File: src/rtl/axi4_reg_slice.sv
// AXI4 register slice: five independent channel slices (AW, W, B, AR, R), each
// selecting bypass, forward-registered, full-throughput skid or half-rate buffering.
`timescale 1ns/1ps

module axi4_reg_slice_chan #(
  parameter int unsigned MODE  = 2,
  parameter int unsigned WIDTH = 8
) (
  input  logic             aclk,
  input  logic             areset_n,
  input  logic             in_valid_i,
  output logic             in_ready_o,
  input  logic [WIDTH-1:0] in_data_i,
  output logic             out_valid_o,
  input  logic             out_ready_i,
  output logic [WIDTH-1:0] out_data_o
);
  localparam int unsigned MODE_BYPASS = 0;
  localparam int unsigned MODE_FWD    = 1;
  localparam int unsigned MODE_FULL   = 2;
  localparam int unsigned MODE_HALF   = 3;

  if (MODE == MODE_BYPASS) begin : g_bypass
    logic unused_clk_rst;
    assign unused_clk_rst = aclk ^ areset_n;
    assign out_valid_o    = in_valid_i;
    assign out_data_o     = in_data_i;
    assign in_ready_o     = out_ready_i;
  end else if (MODE == MODE_FWD) begin : g_fwd
    logic             valid_q;
    logic [WIDTH-1:0] data_q;
    logic             push;

    assign in_ready_o = ~valid_q | out_ready_i;
    assign push       = in_valid_i & in_ready_o;

    // NOTE: sequential state uses non-blocking assignments so every register samples pre-edge values.
    always_ff @(posedge aclk) begin
      if (!areset_n)        valid_q <= 1'b0;
      else if (push)        valid_q <= 1'b1;
      else if (out_ready_i) valid_q <= 1'b0;
    end

    // NOTE: payload registers are not reset; the valid qualifier alone makes their content meaningful.
    always_ff @(posedge aclk) begin
      if (push) data_q <= in_data_i;
    end

    assign out_valid_o = valid_q;
    assign out_data_o  = data_q;
  end else if (MODE == MODE_HALF) begin : g_half
    logic             full_q;
    logic             ready_q;
    logic [WIDTH-1:0] data_q;
    logic             push;
    logic             pop;

    assign push = in_valid_i & ready_q;
    assign pop  = full_q & out_ready_i;

    always_ff @(posedge aclk) begin
      if (!areset_n) begin
        full_q  <= 1'b0;
        ready_q <= 1'b0;
      end else if (push) begin
        full_q  <= 1'b1;
        ready_q <= 1'b0;
      end else if (pop) begin
        full_q  <= 1'b0;
        ready_q <= 1'b1;
      end else begin
        ready_q <= ~full_q;
      end
    end

    always_ff @(posedge aclk) begin
      if (push) data_q <= in_data_i;
    end

    assign in_ready_o  = ready_q;
    assign out_valid_o = full_q;
    assign out_data_o  = data_q;
  end else if (MODE == MODE_FULL) begin : g_full
    typedef enum logic [1:0] {ST_EMPTY, ST_BUSY, ST_FULL} state_e;

    state_e           state_q;
    logic             ready_q;
    logic             valid_q;
    logic [WIDTH-1:0] main_q;
    logic [WIDTH-1:0] skid_q;
    logic             push;
    logic             pop;

    assign push = in_valid_i & ready_q;
    assign pop  = valid_q & out_ready_i;

    // ready_q is held low through reset and rises on the first edge out of it.
    always_ff @(posedge aclk) begin
      if (!areset_n) begin
        state_q <= ST_EMPTY;
        ready_q <= 1'b0;
        valid_q <= 1'b0;
      end else begin
        unique case (state_q)
          ST_EMPTY: begin
            ready_q <= 1'b1;
            if (push) begin
              state_q <= ST_BUSY;
              valid_q <= 1'b1;
            end
          end
          ST_BUSY: begin
            if (push && !pop) begin
              state_q <= ST_FULL;
              ready_q <= 1'b0;
            end else if (pop && !push) begin
              state_q <= ST_EMPTY;
              valid_q <= 1'b0;
            end
          end
          ST_FULL: begin
            if (pop) begin
              state_q <= ST_BUSY;
              ready_q <= 1'b1;
            end
          end
          default: begin
            state_q <= ST_EMPTY;
            ready_q <= 1'b1;
            valid_q <= 1'b0;
          end
        endcase
      end
    end

    always_ff @(posedge aclk) begin
      unique case (state_q)
        ST_EMPTY: if (push) main_q <= in_data_i;
        ST_BUSY: begin
          if (push && pop) main_q <= in_data_i;
          else if (push)   skid_q <= in_data_i;
        end
        ST_FULL:  if (pop) main_q <= skid_q;
        default: ;
      endcase
    end

    assign in_ready_o  = ready_q;
    assign out_valid_o = valid_q;
    assign out_data_o  = main_q;
  end else begin : g_bad_mode
    $error("axi4_reg_slice_chan: MODE %0d is not in 0..3", MODE);
  end
endmodule

module axi4_reg_slice #(
  parameter int unsigned ID_WIDTH   = 4,
  parameter int unsigned ADDR_WIDTH = 64,
  parameter int unsigned DATA_WIDTH = 64,
  parameter int unsigned STRB_WIDTH = DATA_WIDTH / 8,
  parameter int unsigned AW_MODE    = 2,
  parameter int unsigned AR_MODE    = 2,
  parameter int unsigned W_MODE     = 2,
  parameter int unsigned B_MODE     = 2,
  parameter int unsigned R_MODE     = 2
) (
  input  logic                  aclk,
  input  logic                  areset_n,
  // AW
  input  logic                  s_awvalid,
  output logic                  s_awready,
  input  logic [ID_WIDTH-1:0]   s_awid,
  input  logic [ADDR_WIDTH-1:0] s_awaddr,
  input  logic [7:0]            s_awlen,
  input  logic [2:0]            s_awsize,
  input  logic [1:0]            s_awburst,
  input  logic [3:0]            s_awcache,
  input  logic [2:0]            s_awprot,
  input  logic [3:0]            s_awqos,
  input  logic [3:0]            s_awregion,
  output logic                  m_awvalid,
  input  logic                  m_awready,
  output logic [ID_WIDTH-1:0]   m_awid,
  output logic [ADDR_WIDTH-1:0] m_awaddr,
  output logic [7:0]            m_awlen,
  output logic [2:0]            m_awsize,
  output logic [1:0]            m_awburst,
  output logic [3:0]            m_awcache,
  output logic [2:0]            m_awprot,
  output logic [3:0]            m_awqos,
  output logic [3:0]            m_awregion,
  // W
  input  logic                  s_wvalid,
  output logic                  s_wready,
  input  logic [DATA_WIDTH-1:0] s_wdata,
  input  logic [STRB_WIDTH-1:0] s_wstrb,
  input  logic                  s_wlast,
  output logic                  m_wvalid,
  input  logic                  m_wready,
  output logic [DATA_WIDTH-1:0] m_wdata,
  output logic [STRB_WIDTH-1:0] m_wstrb,
  output logic                  m_wlast,
  // B
  input  logic                  m_bvalid,
  output logic                  m_bready,
  input  logic [ID_WIDTH-1:0]   m_bid,
  input  logic [1:0]            m_bresp,
  output logic                  s_bvalid,
  input  logic                  s_bready,
  output logic [ID_WIDTH-1:0]   s_bid,
  output logic [1:0]            s_bresp,
  // AR
  input  logic                  s_arvalid,
  output logic                  s_arready,
  input  logic [ID_WIDTH-1:0]   s_arid,
  input  logic [ADDR_WIDTH-1:0] s_araddr,
  input  logic [7:0]            s_arlen,
  input  logic [2:0]            s_arsize,
  input  logic [1:0]            s_arburst,
  input  logic [3:0]            s_arcache,
  input  logic [2:0]            s_arprot,
  input  logic [3:0]            s_arqos,
  input  logic [3:0]            s_arregion,
  output logic                  m_arvalid,
  input  logic                  m_arready,
  output logic [ID_WIDTH-1:0]   m_arid,
  output logic [ADDR_WIDTH-1:0] m_araddr,
  output logic [7:0]            m_arlen,
  output logic [2:0]            m_arsize,
  output logic [1:0]            m_arburst,
  output logic [3:0]            m_arcache,
  output logic [2:0]            m_arprot,
  output logic [3:0]            m_arqos,
  output logic [3:0]            m_arregion,
  // R
  input  logic                  m_rvalid,
  output logic                  m_rready,
  input  logic [ID_WIDTH-1:0]   m_rid,
  input  logic [DATA_WIDTH-1:0] m_rdata,
  input  logic [1:0]            m_rresp,
  input  logic                  m_rlast,
  output logic                  s_rvalid,
  input  logic                  s_rready,
  output logic [ID_WIDTH-1:0]   s_rid,
  output logic [DATA_WIDTH-1:0] s_rdata,
  output logic [1:0]            s_rresp,
  output logic                  s_rlast
);
  localparam int unsigned AX_W = ID_WIDTH + ADDR_WIDTH + 28;
  localparam int unsigned W_W  = DATA_WIDTH + STRB_WIDTH + 1;
  localparam int unsigned B_W  = ID_WIDTH + 2;
  localparam int unsigned R_W  = ID_WIDTH + DATA_WIDTH + 3;

  logic [AX_W-1:0] m_aw_data, m_ar_data;
  logic [W_W-1:0]  m_w_data;
  logic [B_W-1:0]  s_b_data;
  logic [R_W-1:0]  s_r_data;

  axi4_reg_slice_chan #(.MODE(AW_MODE), .WIDTH(AX_W)) u_aw (
    .aclk, .areset_n,
    .in_valid_i (s_awvalid), .in_ready_o (s_awready),
    .in_data_i  ({s_awid, s_awaddr, s_awlen, s_awsize, s_awburst,
                  s_awcache, s_awprot, s_awqos, s_awregion}),
    .out_valid_o(m_awvalid), .out_ready_i(m_awready), .out_data_o(m_aw_data)
  );
  assign {m_awid, m_awaddr, m_awlen, m_awsize, m_awburst,
          m_awcache, m_awprot, m_awqos, m_awregion} = m_aw_data;

  axi4_reg_slice_chan #(.MODE(W_MODE), .WIDTH(W_W)) u_w (
    .aclk, .areset_n,
    .in_valid_i (s_wvalid), .in_ready_o (s_wready),
    .in_data_i  ({s_wdata, s_wstrb, s_wlast}),
    .out_valid_o(m_wvalid), .out_ready_i(m_wready), .out_data_o(m_w_data)
  );
  assign {m_wdata, m_wstrb, m_wlast} = m_w_data;

  axi4_reg_slice_chan #(.MODE(B_MODE), .WIDTH(B_W)) u_b (
    .aclk, .areset_n,
    .in_valid_i (m_bvalid), .in_ready_o (m_bready),
    .in_data_i  ({m_bid, m_bresp}),
    .out_valid_o(s_bvalid), .out_ready_i(s_bready), .out_data_o(s_b_data)
  );
  assign {s_bid, s_bresp} = s_b_data;

  axi4_reg_slice_chan #(.MODE(AR_MODE), .WIDTH(AX_W)) u_ar (
    .aclk, .areset_n,
    .in_valid_i (s_arvalid), .in_ready_o (s_arready),
    .in_data_i  ({s_arid, s_araddr, s_arlen, s_arsize, s_arburst,
                  s_arcache, s_arprot, s_arqos, s_arregion}),
    .out_valid_o(m_arvalid), .out_ready_i(m_arready), .out_data_o(m_ar_data)
  );
  assign {m_arid, m_araddr, m_arlen, m_arsize, m_arburst,
          m_arcache, m_arprot, m_arqos, m_arregion} = m_ar_data;

  axi4_reg_slice_chan #(.MODE(R_MODE), .WIDTH(R_W)) u_r (
    .aclk, .areset_n,
    .in_valid_i (m_rvalid), .in_ready_o (m_rready),
    .in_data_i  ({m_rid, m_rdata, m_rresp, m_rlast}),
    .out_valid_o(s_rvalid), .out_ready_i(s_rready), .out_data_o(s_r_data)
  );
  assign {s_rid, s_rdata, s_rresp, s_rlast} = s_r_data;
endmodule
File: config.mk
export PLATFORM = sky130hd
export DESIGN_NAME = axi4_reg_slice
export DESIGN_NICKNAME = d
export VERILOG_FILES = /design/src/rtl/axi4_reg_slice.sv
export SDC_FILE = /design/constraint.sdc
export NUM_CORES = 1
export LEC_CHECK = 0
export BUFFER_PORTS_ARGS = -buffer_cell sky130_fd_sc_hd__buf_4
export CORE_AREA = 2 2 271 273
export CTS_CLUSTER_SIZE = 40
export DETAILED_ROUTE_END_ITERATION = 8
export DIE_AREA = 0 0 273 275
export GPL_TIMING_DRIVEN = 1
export SYNTH_ARGS = -nofsm -noshare
export SYNTH_HDL_FRONTEND = slang
export SYNTH_SLANG_ARGS = --single-unit
File: constraint.sdc
create_clock -name aclk -period 14.78 [get_ports aclk]
set_clock_uncertainty 0.15 [all_clocks]
set_input_delay 0.739 -clock aclk [delete_from_list [all_inputs] [get_ports aclk]]
set_output_delay 0.739 -clock aclk [all_outputs]
set_load 0.05 [all_outputs]
==> results of run 1 <==
-- kinds of logic (layout without fill, tap and decap cells) --
logic type / after synthesis / in the layout / share of synthesized area [%]
buf+inv: 86 / 856 / 1.92
mux: 6 / 6 / 0.260
compound gates: 55 / 55 / 1.43
simple gates: 1072 / 1072 / 15.9
flops: 704 / 704 / 80.5
other cells: 0 / 5 / 0
-- report_power, final --
group	switching [uW]	internal (uW)	total, uW
combinational	432	189	620
sequential	36.0	2320	2350
clock	769	1090	1860
total	1240	3600	4840
-- cells in the final DEF (no fill, tap or decap), types with 4 or more instances in the layout --
| cell | synthesis | layout |
|---|---|---|
| nand2_1 | 1027 | 1027 |
| buf_4 | 17 | 721 |
| edfxtp_1 | 684 | 684 |
| clkbuf_16 | 0 | 76 |
| dfxtp_1 | 20 | 20 |
| clkinv_2 | 0 | 16 |
| clkbuf_1 | 3 | 12 |
| nor2b_1 | 14 | 11 |
| o21a_1 | 10 | 10 |
| a211o_1 | 9 | 9 |
| a31oi_1 | 9 | 9 |
| a21oi_1 | 9 | 8 |
| o22ai_1 | 8 | 8 |
| bufinv_16 | 0 | 8 |
| clkinv_1 | 0 | 7 |
| mux2_1 | 6 | 6 |
| diode_2 | 0 | 5 |
| nor2_1 | 8 | 5 |
| inv_1 | 5 | 5 |
| a211oi_1 | 5 | 5 |
| o21ai_4 | 0 | 4 |
| or2_2 | 4 | 4 |
| and4_1 | 4 | 4 |
| nor4_1 | 4 | 4 |
-- critical path: cells and delay by family, from the launching register on --
family | cells | cell delay, ns
compound gates | 1 | 1.16
simple gates | 1 | 0.64
flops | 1 | 0.50
buf+inv | 1 | 0.78
-- worst max-delay path by stage --
stage,cells past startpoint,to,start
after floorplan,2,u_ar.out_data_o[0]$_DFFE_PP_,u_ar.out_valid_o$_SDFFE_PN0P_
after global routing,3,u_aw.out_data_o[66]$_DFFE_PP_,u_aw.g_full.state_q[1]$_SDFFE_PN0P_
after CTS,3,u_aw.out_data_o[66]$_DFFE_PP_,u_aw.g_full.state_q[1]$_SDFFE_PN0P_
after detailed placement,3,u_aw.out_data_o[77]$_DFFE_PP_,u_aw.g_full.state_q[1]$_SDFFE_PN0P_
after global placement,3,u_aw.out_data_o[77]$_DFFE_PP_,u_aw.g_full.state_q[1]$_SDFFE_PN0P_
final,3,u_aw.out_data_o[75]$_DFFE_PP_,u_aw.g_full.state_q[1]$_SDFFE_PN0P_
-- layout make-up --
class / count / share of cell area (%)
repair buffers: 721 / 15.6
well taps: 959 / 3.46
clock buffers: 90 / 5.69
multi-input cells: 1133 / 13.5
diodes: 5 / 0.0361
flip-flops and latches: 704 / 60.3
clock inverters: 39 / 1.29
inverters: 6 / 0.0649
-- registers in the layout (all words and copies together) (netlist names), 2 cells and up --
signal and flops:
u_r.out_data_o 71, u_b.out_data_o 6, u_w.g_full.state_q 2, u_b.g_full.state_q 2, u_aw.g_full.state_q 2, u_aw.out_data_o 96, u_r.g_full.state_q 2, u_ar.g_full.skid_q 96
u_b.g_full.skid_q 6, u_r.g_full.skid_q 71, u_ar.out_data_o 96, u_w.g_full.skid_q 73, u_w.out_data_o 73, u_ar.g_full.state_q 2, u_aw.g_full.skid_q 96
-- layer usage --
metal	track usage, %	share of wire (%)	vias up
met2	29.3	50	617
met1	20.1	38	8030
li1	-	-	8019
met4	7.23	3.3	2
met5	0	0.019	-
met3	5.53	8.5	136
-- per-stage QoR --
stage	cells	hold WS, ns
finish	3657	0.155
global route	3656	0.123
floorplan	1923	0.334
detailed placement	3523	0.341
global placement	3523	0.338
CTS	3652	0.106
==> out/results.txt, run 1 <==
final worst-path cycle share: 24.8%
Syn Std Cell Area: 26000 um^2
setup_tns: 0 ns
VDD IR-drop max: 0.0864 mV
Worst-path clk slew: 0.06 ns
#FFs+latches synth: 704
final hold vios: 0
Die W: 273 um
layout cell share with drive strength beyond 1: 31.7%
HP Class: in -> reg
Syn Nets: 2277
post-route setup slack: 11.11 ns
post_cts resized: 0
DR vias/cell: 4.60
Post-synth EDFFs: 684
pin count of the biggest net entering global routing: 99
top-count cell post-synth: nand2_1
synthesized instance count: 1923
area delta synth->final: 33.4%
DRC Markers: 0
Syn Area/Cell: 13.5 um^2
post-route cell area: 34700 um^2
slew margin rel.: 22.3%
Hold Crit Endpoint: u_ar.g_full.skid_q[63]$_DFFE_PP_
worst hold start: s_araddr[35]
initial core utilization: 35.9%
required time of the worst setup path: 14.86 ns
DP Wirelength: 46.0 mm
Row Count: 99
total CTS buffers: 75
Clock Latency Late Sink: 0.62 ns
Synth top area share: 79.0%
FF-to-FF End: u_aw.out_data_o[75]$_DFFE_PP_
Max H-tree Level: 3
hold depth: 1
Placed Area: 32300 um^2
height of the die: 275 um
leakage power: 0.0142 uW
Post-synth top cells: nand2_1 (1027), edfxtp_1 (684), buf_2 (54)
measured slew at the worst slew-check pin: 1.16 ns
I/O Buffers: 705
status: complete, no violations
post-route minimum period: 3.67 ns
CP startpoint kind: flop
fill count: 6472
Nets: 2995
Synthesis Warnings: 0
cells along the critical path: nand2b_4, o21ai_4, buf_4
DR pass1 iterations: 5
Critical Path AT: 3.74 ns
Detail Route Antenna Nets: 0
average routed wire per standard cell: 18.5 um
CP Max Fanout: 98
Sink Count: 704
Setup crit end kind: flop
Setup WS pre-CTS: 11.08 ns
Initial DRC Count: 1235
asr flop ratio synth: 0%
CTS root buf: clkbuf_16
Routed WL: 67.8 mm
Setup Viol. Count Final: 0
core area: 72300 um^2
first-pass GRT wire length: 98.9 mm
CP Class: reg -> reg
global route overflow: 0
Finished Core Util: 48.0%
CTS Hold Bufs: 0
Reg2Reg Setup Slack: 11.11 ns
Worst Reg2Reg Path Length in Cells: 3
Synth cell types: 29
CTS tree: yes
MaxCap Viol Count: 0
total power draw: 4840 uW
PwrDens: 139 nW/um^2
area of the multi-input gates: 4690 um^2
vias in the first global route: 16700
die area: 75100 um^2
RSZ-0062 raised after global routing: false
initial antenna violation count: 8
top_reg_cell synth: edfxtp_1
Top-Level Pins: 706
vias: 16800
FF-to-FF Start: u_aw.g_full.state_q[1]$_SDFFE_PN0P_
register area: 20900 um^2
Max Clk Rate: 273 MHz
CTS max path bufs: 3
synth top area cells: edfxtp_1 (79%), nand2_1 (15%), dfxtp_1 (1.5%)
slowest stage cell, crit path: o21ai_4
biggest cell delay along the critical path: 1.16 ns
GRT Total Usage: 17.2%
gpl congestion: 0.816
setup bufs post-CTS: 0
Seq/Total Area, Yosys: 80.5%
area leader, netlist: edfxtp_1
max-slew violations: 0
Note: power is estimated with default switching activity, not from simulation.
==> run 2, diff against run 1 <==
ABC_AREA = 1   (was unset)
CORE_AREA = 2 2 278 280   (was 2 2 271 273)
DIE_AREA = 0 0 280 282   (was 0 0 273 275)
clock period = 3.6 ns   (was 14.78 ns; I/O delays follow)
==> run 2 against run 1 <==
Net effect:
- clock-buffer cell count up 6
- sequential share of layout area down 5.6 points
- critical path depth up 3
- worst setup slack worse by 10 ns
- hold slack worse by 0.0028 ns
- largest power group unchanged
==> out/results.txt, run 2 <==
vias in the first global route: 19000 (+14%)
final worst-path cycle share: 78.8% (+54 points)
Critical Path AT: 3.22 ns (-0.52 ns)
DRC Markers: 0 (unchanged)
DR pass1 iterations: 5 (unchanged)
Worst-path clk slew: 0.06 ns (about the same)
CP Max Fanout: 74 (-24%)
CP Capture Point: u_w.g_full.state_q[1]$_SDFFE_PN0P_
#FFs+latches synth: 704 (unchanged)
max-slew violations: 0 (unchanged)
most common cell after layout, fill and taps aside: nand2_1
CTS max path bufs: 3 (unchanged)
CP startpoint: u_w.g_full.state_q[0]$_SDFFE_PN0P_
Detail Route Antenna Nets: 0 (unchanged)
Top-Level Pins: 706 (unchanged)
slew margin rel.: 13.8% (-8.5 points)
Routed WL: 72.6 mm (+7.1%)
Clock Latency Late Sink: 0.61 ns (about the same)
GRT Total Usage: 17.6% (+0.33 points)
Setup crit end kind: flop
CTS Hold Bufs: 358 (+358)
Max Clk Rate: 352 MHz (+29%)
FF-to-FF End: u_w.g_full.state_q[1]$_SDFFE_PN0P_
PwrDens: 514 nW/um^2 (+270%)
required time of the worst setup path: 3.98 ns (-10.88 ns)
setup_tns: 0 ns (unchanged)
pin count of the biggest net entering global routing: 97 (-2.0%)
Die W: 280 um (+2.6%)
synthesized instance count: 1962 (+2.0%)
commonest cells after routing, fill and taps aside: nand2_1 (1083), buf_4 (716), edfxtp_1 (684), dlygate4sd3_1 (358), clkbuf_16 (78)
CP Class: reg -> reg
Syn Std Cell Area: 25900 um^2 (-0.50%)
core area: 75700 um^2 (+4.6%)
leakage power: 0.0159 uW (+12%)
total CTS buffers: 76 (+1.3%)
post-route setup slack: 0.762 ns (-10.35 ns)
layout cell share with drive strength beyond 1: 27.4% (-4.3 points)
post-route minimum period: 2.84 ns (-0.828 ns)
initial antenna violation count: 8 (unchanged)
vias: 18400 (+9.6%)
Initial DRC Count: 1199 (-2.9%)
register area: 20900 um^2 (unchanged)
area of the multi-input gates: 4400 um^2 (-6.2%)
Synth cell types: 16 (-45%)
Row Count: 101 (+2.0%)
Setup Viol. Count Final: 0 (unchanged)
gpl congestion: 0.855 (+4.7%)
height of the die: 282 um (+2.5%)
FF-to-FF Start: u_w.g_full.state_q[0]$_SDFFE_PN0P_
RSZ-0062 raised after global routing: false
HP Class: in -> reg
asr flop ratio synth: 0% (unchanged)
Reg2Reg Setup Slack: 0.76 ns (-10.35 ns)
area delta synth->final: 47.9%
top-count cell post-synth: nand2_1
measured slew at the worst slew-check pin: 1.29 ns (+0.130 ns)
Finished Layout Cells: 4089 (+12%)
status: complete, no violations
DR vias/cell: 4.51 (-2.0%)
synth top area cells: edfxtp_1 (79%), nand2_1 (16%), dfxtp_1 (1.5%)
top_reg_cell synth: edfxtp_1
fill count: 6400 (-1.1%)
post_cts resized: 0 (unchanged)
initial core utilization: 34.2% (-1.8 points)
first-pass GRT wire length: 107 mm (+8.3%)
Post-synth top cells: nand2_1 (1084), edfxtp_1 (684), buf_2 (30), inv_1 (30), a21oi_1 (25)
Nets: 3404 (+14%)
setup bufs post-CTS: 0 (unchanged)
DP Wirelength: 49.3 mm (+7.0%)
Seq/Total Area, Yosys: 80.9% (+0.40 points)
average routed wire per standard cell: 17.8 um (-4.2%)
area leader, netlist: edfxtp_1
Syn Nets: 2316 (+1.7%)
Post-synth EDFFs: 684 (unchanged)
final hold vios: 0 (unchanged)
Sink Count: 704 (unchanged)
Synthesis Warnings: 0 (unchanged)
Syn Area/Cell: 13.2 um^2 (-2.5%)
placed cell count: 3592 (+2.0%)
Worst Reg2Reg Path Length in Cells: 6 (+3)
Max H-tree Level: 3 (unchanged)
CTS tree: yes
I/O Buffers: 705 (unchanged)
CP startpoint kind: flop
CTS root buf: clkbuf_16
VDD IR-drop max: 0.380 mV (+340%)
die area: 79000 um^2 (+5.2%)
Setup WS pre-CTS: 1.23 ns (-9.85 ns)
global route overflow: 0 (unchanged)
Synth top area share: 79.4% (+0.40 points)
MaxCap Viol Count: 0 (unchanged)
## run 2: changes by cell type in the layout (fill, tap and decap cells not counted), moves of 10 or more
| cell | delta |
|---|---|
| dlygate4sd3_1 | +358 |
| nand2_1 | +56 |
| a21oi_1 | +17 |
| inv_1 | +16 |
| nor2b_1 | -11 |
| inv_2 | +10 |
| o21a_1 | -10 |
## run 2: stage by stage
| stage | area, um^2 | hold WS, ns | power [uW] | utilization [%] |
|---|---|---|---|---|
| finish | 38300 | 0.152 | 19700 | 50.5 |
| global route | 38300 | 0.117 | 20300 | 50.5 |
| CTS | 38300 | 0.0973 | 19900 | 50.5 |
| detailed placement | 32200 | 0.218 | 11900 | 42.6 |
| global placement | 32200 | 0.217 | 11800 | 42.6 |
| floorplan | 25900 | 0.129 | 10900 | - |
## run 2: kinds of logic (layout without fill, tap and decap cells)
logic type	after synthesis	in the layout	share of synthesized area [%]
DFF	704	704	80.9
buffers and inverters	108	1253	2.09
AOI/OAI and AO/OA	35	35	0.701
and+or+nand+nor	1115	1115	16.3
other	0	4	0
## run 2: how the worst min path moves through the flow
stage	end	depth (start not counted)	slack, ns	startpoint
2_1_floorplan	u_ar.g_full.skid_q[0]$_DFFE_PP_	0	0.13	s_arregion[0]
3_3_place_gp	u_ar.g_full.skid_q[47]$_DFFE_PP_	1	0.22	s_araddr[19]
3_5_place_dp	u_ar.g_full.skid_q[55]$_DFFE_PP_	1	0.22	s_araddr[27]
4_1_cts	u_aw.g_full.skid_q[24]$_DFFE_PP_	2	0.1	s_awlen[4]
5_1_grt	u_aw.g_full.skid_q[24]$_DFFE_PP_	2	0.12	s_awlen[4]
6_report	u_ar.g_full.skid_q[60]$_DFFE_PP_	2	0.15	s_araddr[32]
## run 2: per-layer routing
| layer | track usage (%) | share of wire, % | vias to the layer above |
|---|---|---|---|
| met5 | 0 | 0.037 | - |
| met4 | 6.97 | 3.4 | 4 |
| met3 | 4.73 | 7.6 | 161 |
| met2 | 31.1 | 51 | 739 |
| met1 | 20.2 | 38 | 8721 |
| li1 | - | - | 8797 |
## run 2: report_power, final
group          internal [uW]  leakage [uW]  switching [uW]
clock                   4510       0.00118            3140
sequential              9400       0.00643             116
combinational            935       0.00831            1560
total                  14800        0.0159            4810
## run 2: worst max-delay path, cell delays in order, from the launching register on
cell and delay [ns]:
dfxtp_1 0.32, inv_1 0.15, nand2_2 0.17, inv_2 0.96, nand2_1 0.22, a21oi_1 0.20
dlygate4sd3_1 0.57
## run 2: final cells by class
type	instances	area share, %
Clock inverter	39	1.05
Inverter	36	0.366
Tap cell	978	3.20
Multi-Input combinational cell	1150	11.5
Antenna cell	4	0.0262
Sequential cell	704	54.7
Timing Repair Buffer	1082	23.8
Clock buffer	96	5.30
==> run 3, diff against run 2 <==
CORE_AREA = 2 2 276 278   (was 2 2 278 280)
DIE_AREA = 0 0 278 280   (was 0 0 280 282)
clock period = 2.6 ns   (was 3.6 ns; I/O delays follow)
==> run 3 against run 2 <==
Net effect:
- via count down 0.42%
- non-clock buffer count rose by 13
- fmax is 26% higher
- wire length down 0.52%
- clock-buffer cell count fell by 2
- core utilization increased by 0.65 points
- clock power is 33% higher
- worst setup slack worse by 0.42 ns
- sequential cell count is the same
- first-iteration DRC count fell by 8.9%
- combinational power grew 40%
- largest cell class unchanged
==> out/results.txt, run 3 (synthesis results as in run 2) <==
status: complete, no violations
placed cell count: 3603 (+0.31%)
layout cell share with drive strength beyond 1: 28.1% (+0.71 points)
Critical Path AT: 2.62 ns (-0.60 ns)
pin count of the biggest net entering global routing: 97 (unchanged)
DR vias/cell: 4.47 (-0.71%)
Max H-tree Level: 3 (unchanged)
initial core utilization: 34.4% (+0.23 points)
initial antenna violation count: 15 (+7)
Top-Level Pins: 706 (unchanged)
commonest cells after routing, fill and taps aside: nand2_1 (1081), buf_4 (719), edfxtp_1 (684), dlygate4sd3_1 (360), clkbuf_16 (76)
first-pass GRT wire length: 107 mm (+0.18%)
Int Pwr: 20100 uW (+36%)
Die W: 278 um (-0.71%)
Detail Route Antenna Nets: 0 (unchanged)
Max Clk Rate: 443 MHz (+26%)
post-route setup slack: 0.343 ns (-0.419 ns)
CTS max path bufs: 3 (unchanged)
DP Wirelength: 48.7 mm (-1.1%)
vias: 18300 (-0.42%)
Setup WS pre-CTS: 0.602 ns (-0.631 ns)
Clock Latency Late Sink: 0.60 ns (about the same)
MaxCap Viol Count: 0 (unchanged)
CP startpoint kind: flop
Routed WL: 72.2 mm (-0.52%)
final worst-path cycle share: 86.8% (+8.0 points)
leakage power: 0.0159 uW (+0.18%)
Finished Layout Cells: 4101 (+0.29%)
setup bufs post-CTS: 0 (unchanged)
Comb power frac: 13.0% (+0.3 points)
CTS tree: yes
die area: 77800 um^2 (-1.4%)
PwrDens: 697 nW/um^2 (+36%)
Row Count: 101 (unchanged)
GRT Total Usage: 17.8% (+0.27 points)
required time of the worst setup path: 2.96 ns (-1.02 ns)
VDD IR-drop max: 0.554 mV (+46%)
max-slew violations: 0 (unchanged)
global route overflow: 0 (unchanged)
Nets: 3415 (+0.32%)
Setup Viol. Count Final: 0 (unchanged)
total power draw: 26800 uW (+37%)
post_cts resized: 0 (unchanged)
Sink Count: 704 (unchanged)
final hold vios: 0 (unchanged)
total CTS buffers: 74 (-2.6%)
measured slew at the worst slew-check pin: 1.10 ns (-0.191 ns)
gpl congestion: 0.862 (+0.77%)
CP Max Fanout: 6 (-92%)
post-route minimum period: 2.26 ns (-0.581 ns)
switching share of power: 25.0% (+0.56 points)
average routed wire per standard cell: 17.6 um (-0.81%)
HP Class: in -> reg
setup_tns: 0 ns (unchanged)
DRC Markers: 0 (unchanged)
most common cell after layout, fill and taps aside: nand2_1
slew margin rel.: 26.7% (+13 points)
CP Class: reg -> reg
CTS Hold Bufs: 360 (+0.56%)
height of the die: 280 um (-0.71%)
sequential share of power: 49.0% (+0.6 points)
vias in the first global route: 18800 (-0.77%)
area delta synth->final: 48.8%
RSZ-0062 raised after global routing: false
core area: 75200 um^2 (-0.67%)
CTS root buf: clkbuf_16
post-route cell area: 38500 um^2 (+0.61%)
Setup crit end kind: flop
Clock Power Share: 37.9% (-1.0 points)
I/O Buffers: 705 (unchanged)
Worst-path clk slew: 0.06 ns (about the same)
Placed Area: 32500 um^2 (+0.92%)
Initial DRC Count: 1092 (-8.9%)
Switch Pwr: 6720 uW (+40%)
DR pass1 iterations: 5 (unchanged)
run 3: changes by cell type in the layout (fill, tap and decap cells not counted), sizes merged:
cell,before,now
clkinvlp,3,10
inv,37,31
clkinv,28,31
dlygate4sd3,358,360
diode,4,6
clkbuf,96,94
buf,724,735
bufinv,7,2
run 3: path summary, 6_finish.rpt:
kind              cells after the start                             endpoint                           startpoint  slack, ns
setup / recovery                      6  u_aw.g_full.state_q[1]$_SDFFE_PN0P_  u_aw.g_full.state_q[0]$_SDFFE_PN0P_       0.34
hold reg to reg                       2          u_w.in_ready_o$_SDFFE_PN0P_          u_w.in_ready_o$_SDFFE_PN0P_       0.33
setup reg to reg                      6  u_aw.g_full.state_q[1]$_SDFFE_PN0P_  u_aw.g_full.state_q[0]$_SDFFE_PN0P_       0.34
hold / removal                        2     u_ar.g_full.skid_q[53]$_DFFE_PP_                         s_araddr[25]       0.09
run 3: power by group through the flow:
stage | Combinational, uW | Sequential (uW) | Clock [uW]
global placement | 2990 | 13400 | 0
floorplan | 619 | 14500 | 0
finish | 3500 | 13200 | 10200
CTS | 3520 | 13200 | 10500
global route | 3710 | 13200 | 10900
detailed placement | 3050 | 13400 | 0
run 3: final cells by class:
type | count | area [um^2]
tap | 978 | 1220
multi-input combinational | 1150 | 4460
sequential | 704 | 21000
fill | 6348 | 36700
inverter | 36 | 170
clock inverter | 38 | 307
antenna | 6 | 15.0
clock buffer | 94 | 2040
timing repair buffer | 1095 | 9320
run 3: stage by stage:
stage	util (%)	hold WS (ns)
4_1_cts	51.2	0.0315
3_3_place_gp	43.3	0.168
3_5_place_dp	43.3	0.169
5_1_grt	51.2	0.0449
2_1_floorplan	-	0.0789
6_report	51.2	0.0860
run 3: per-layer routing:
| layer | vias to the layer above | GRT usage, % | wire, um |
|---|---|---|---|
| met5 | - | 0 | 109 |
| met1 | 8674 | 19.8 | 26800 |
| met4 | 18 | 7.44 | 2650 |
| met2 | 678 | 30.2 | 35600 |
| li1 | 8819 | - | - |
| met3 | 155 | 7.36 | 7080 |
run 3: worst max-delay path: stages, from the launching register on:
cell and delay (ns):
dfxtp_2 0.36, inv_4 0.07, nor2_1 0.21, nand3_2 0.15
dlygate4sd3_1 0.59, a21oi_1 0.12, dlygate4sd3_1 0.56
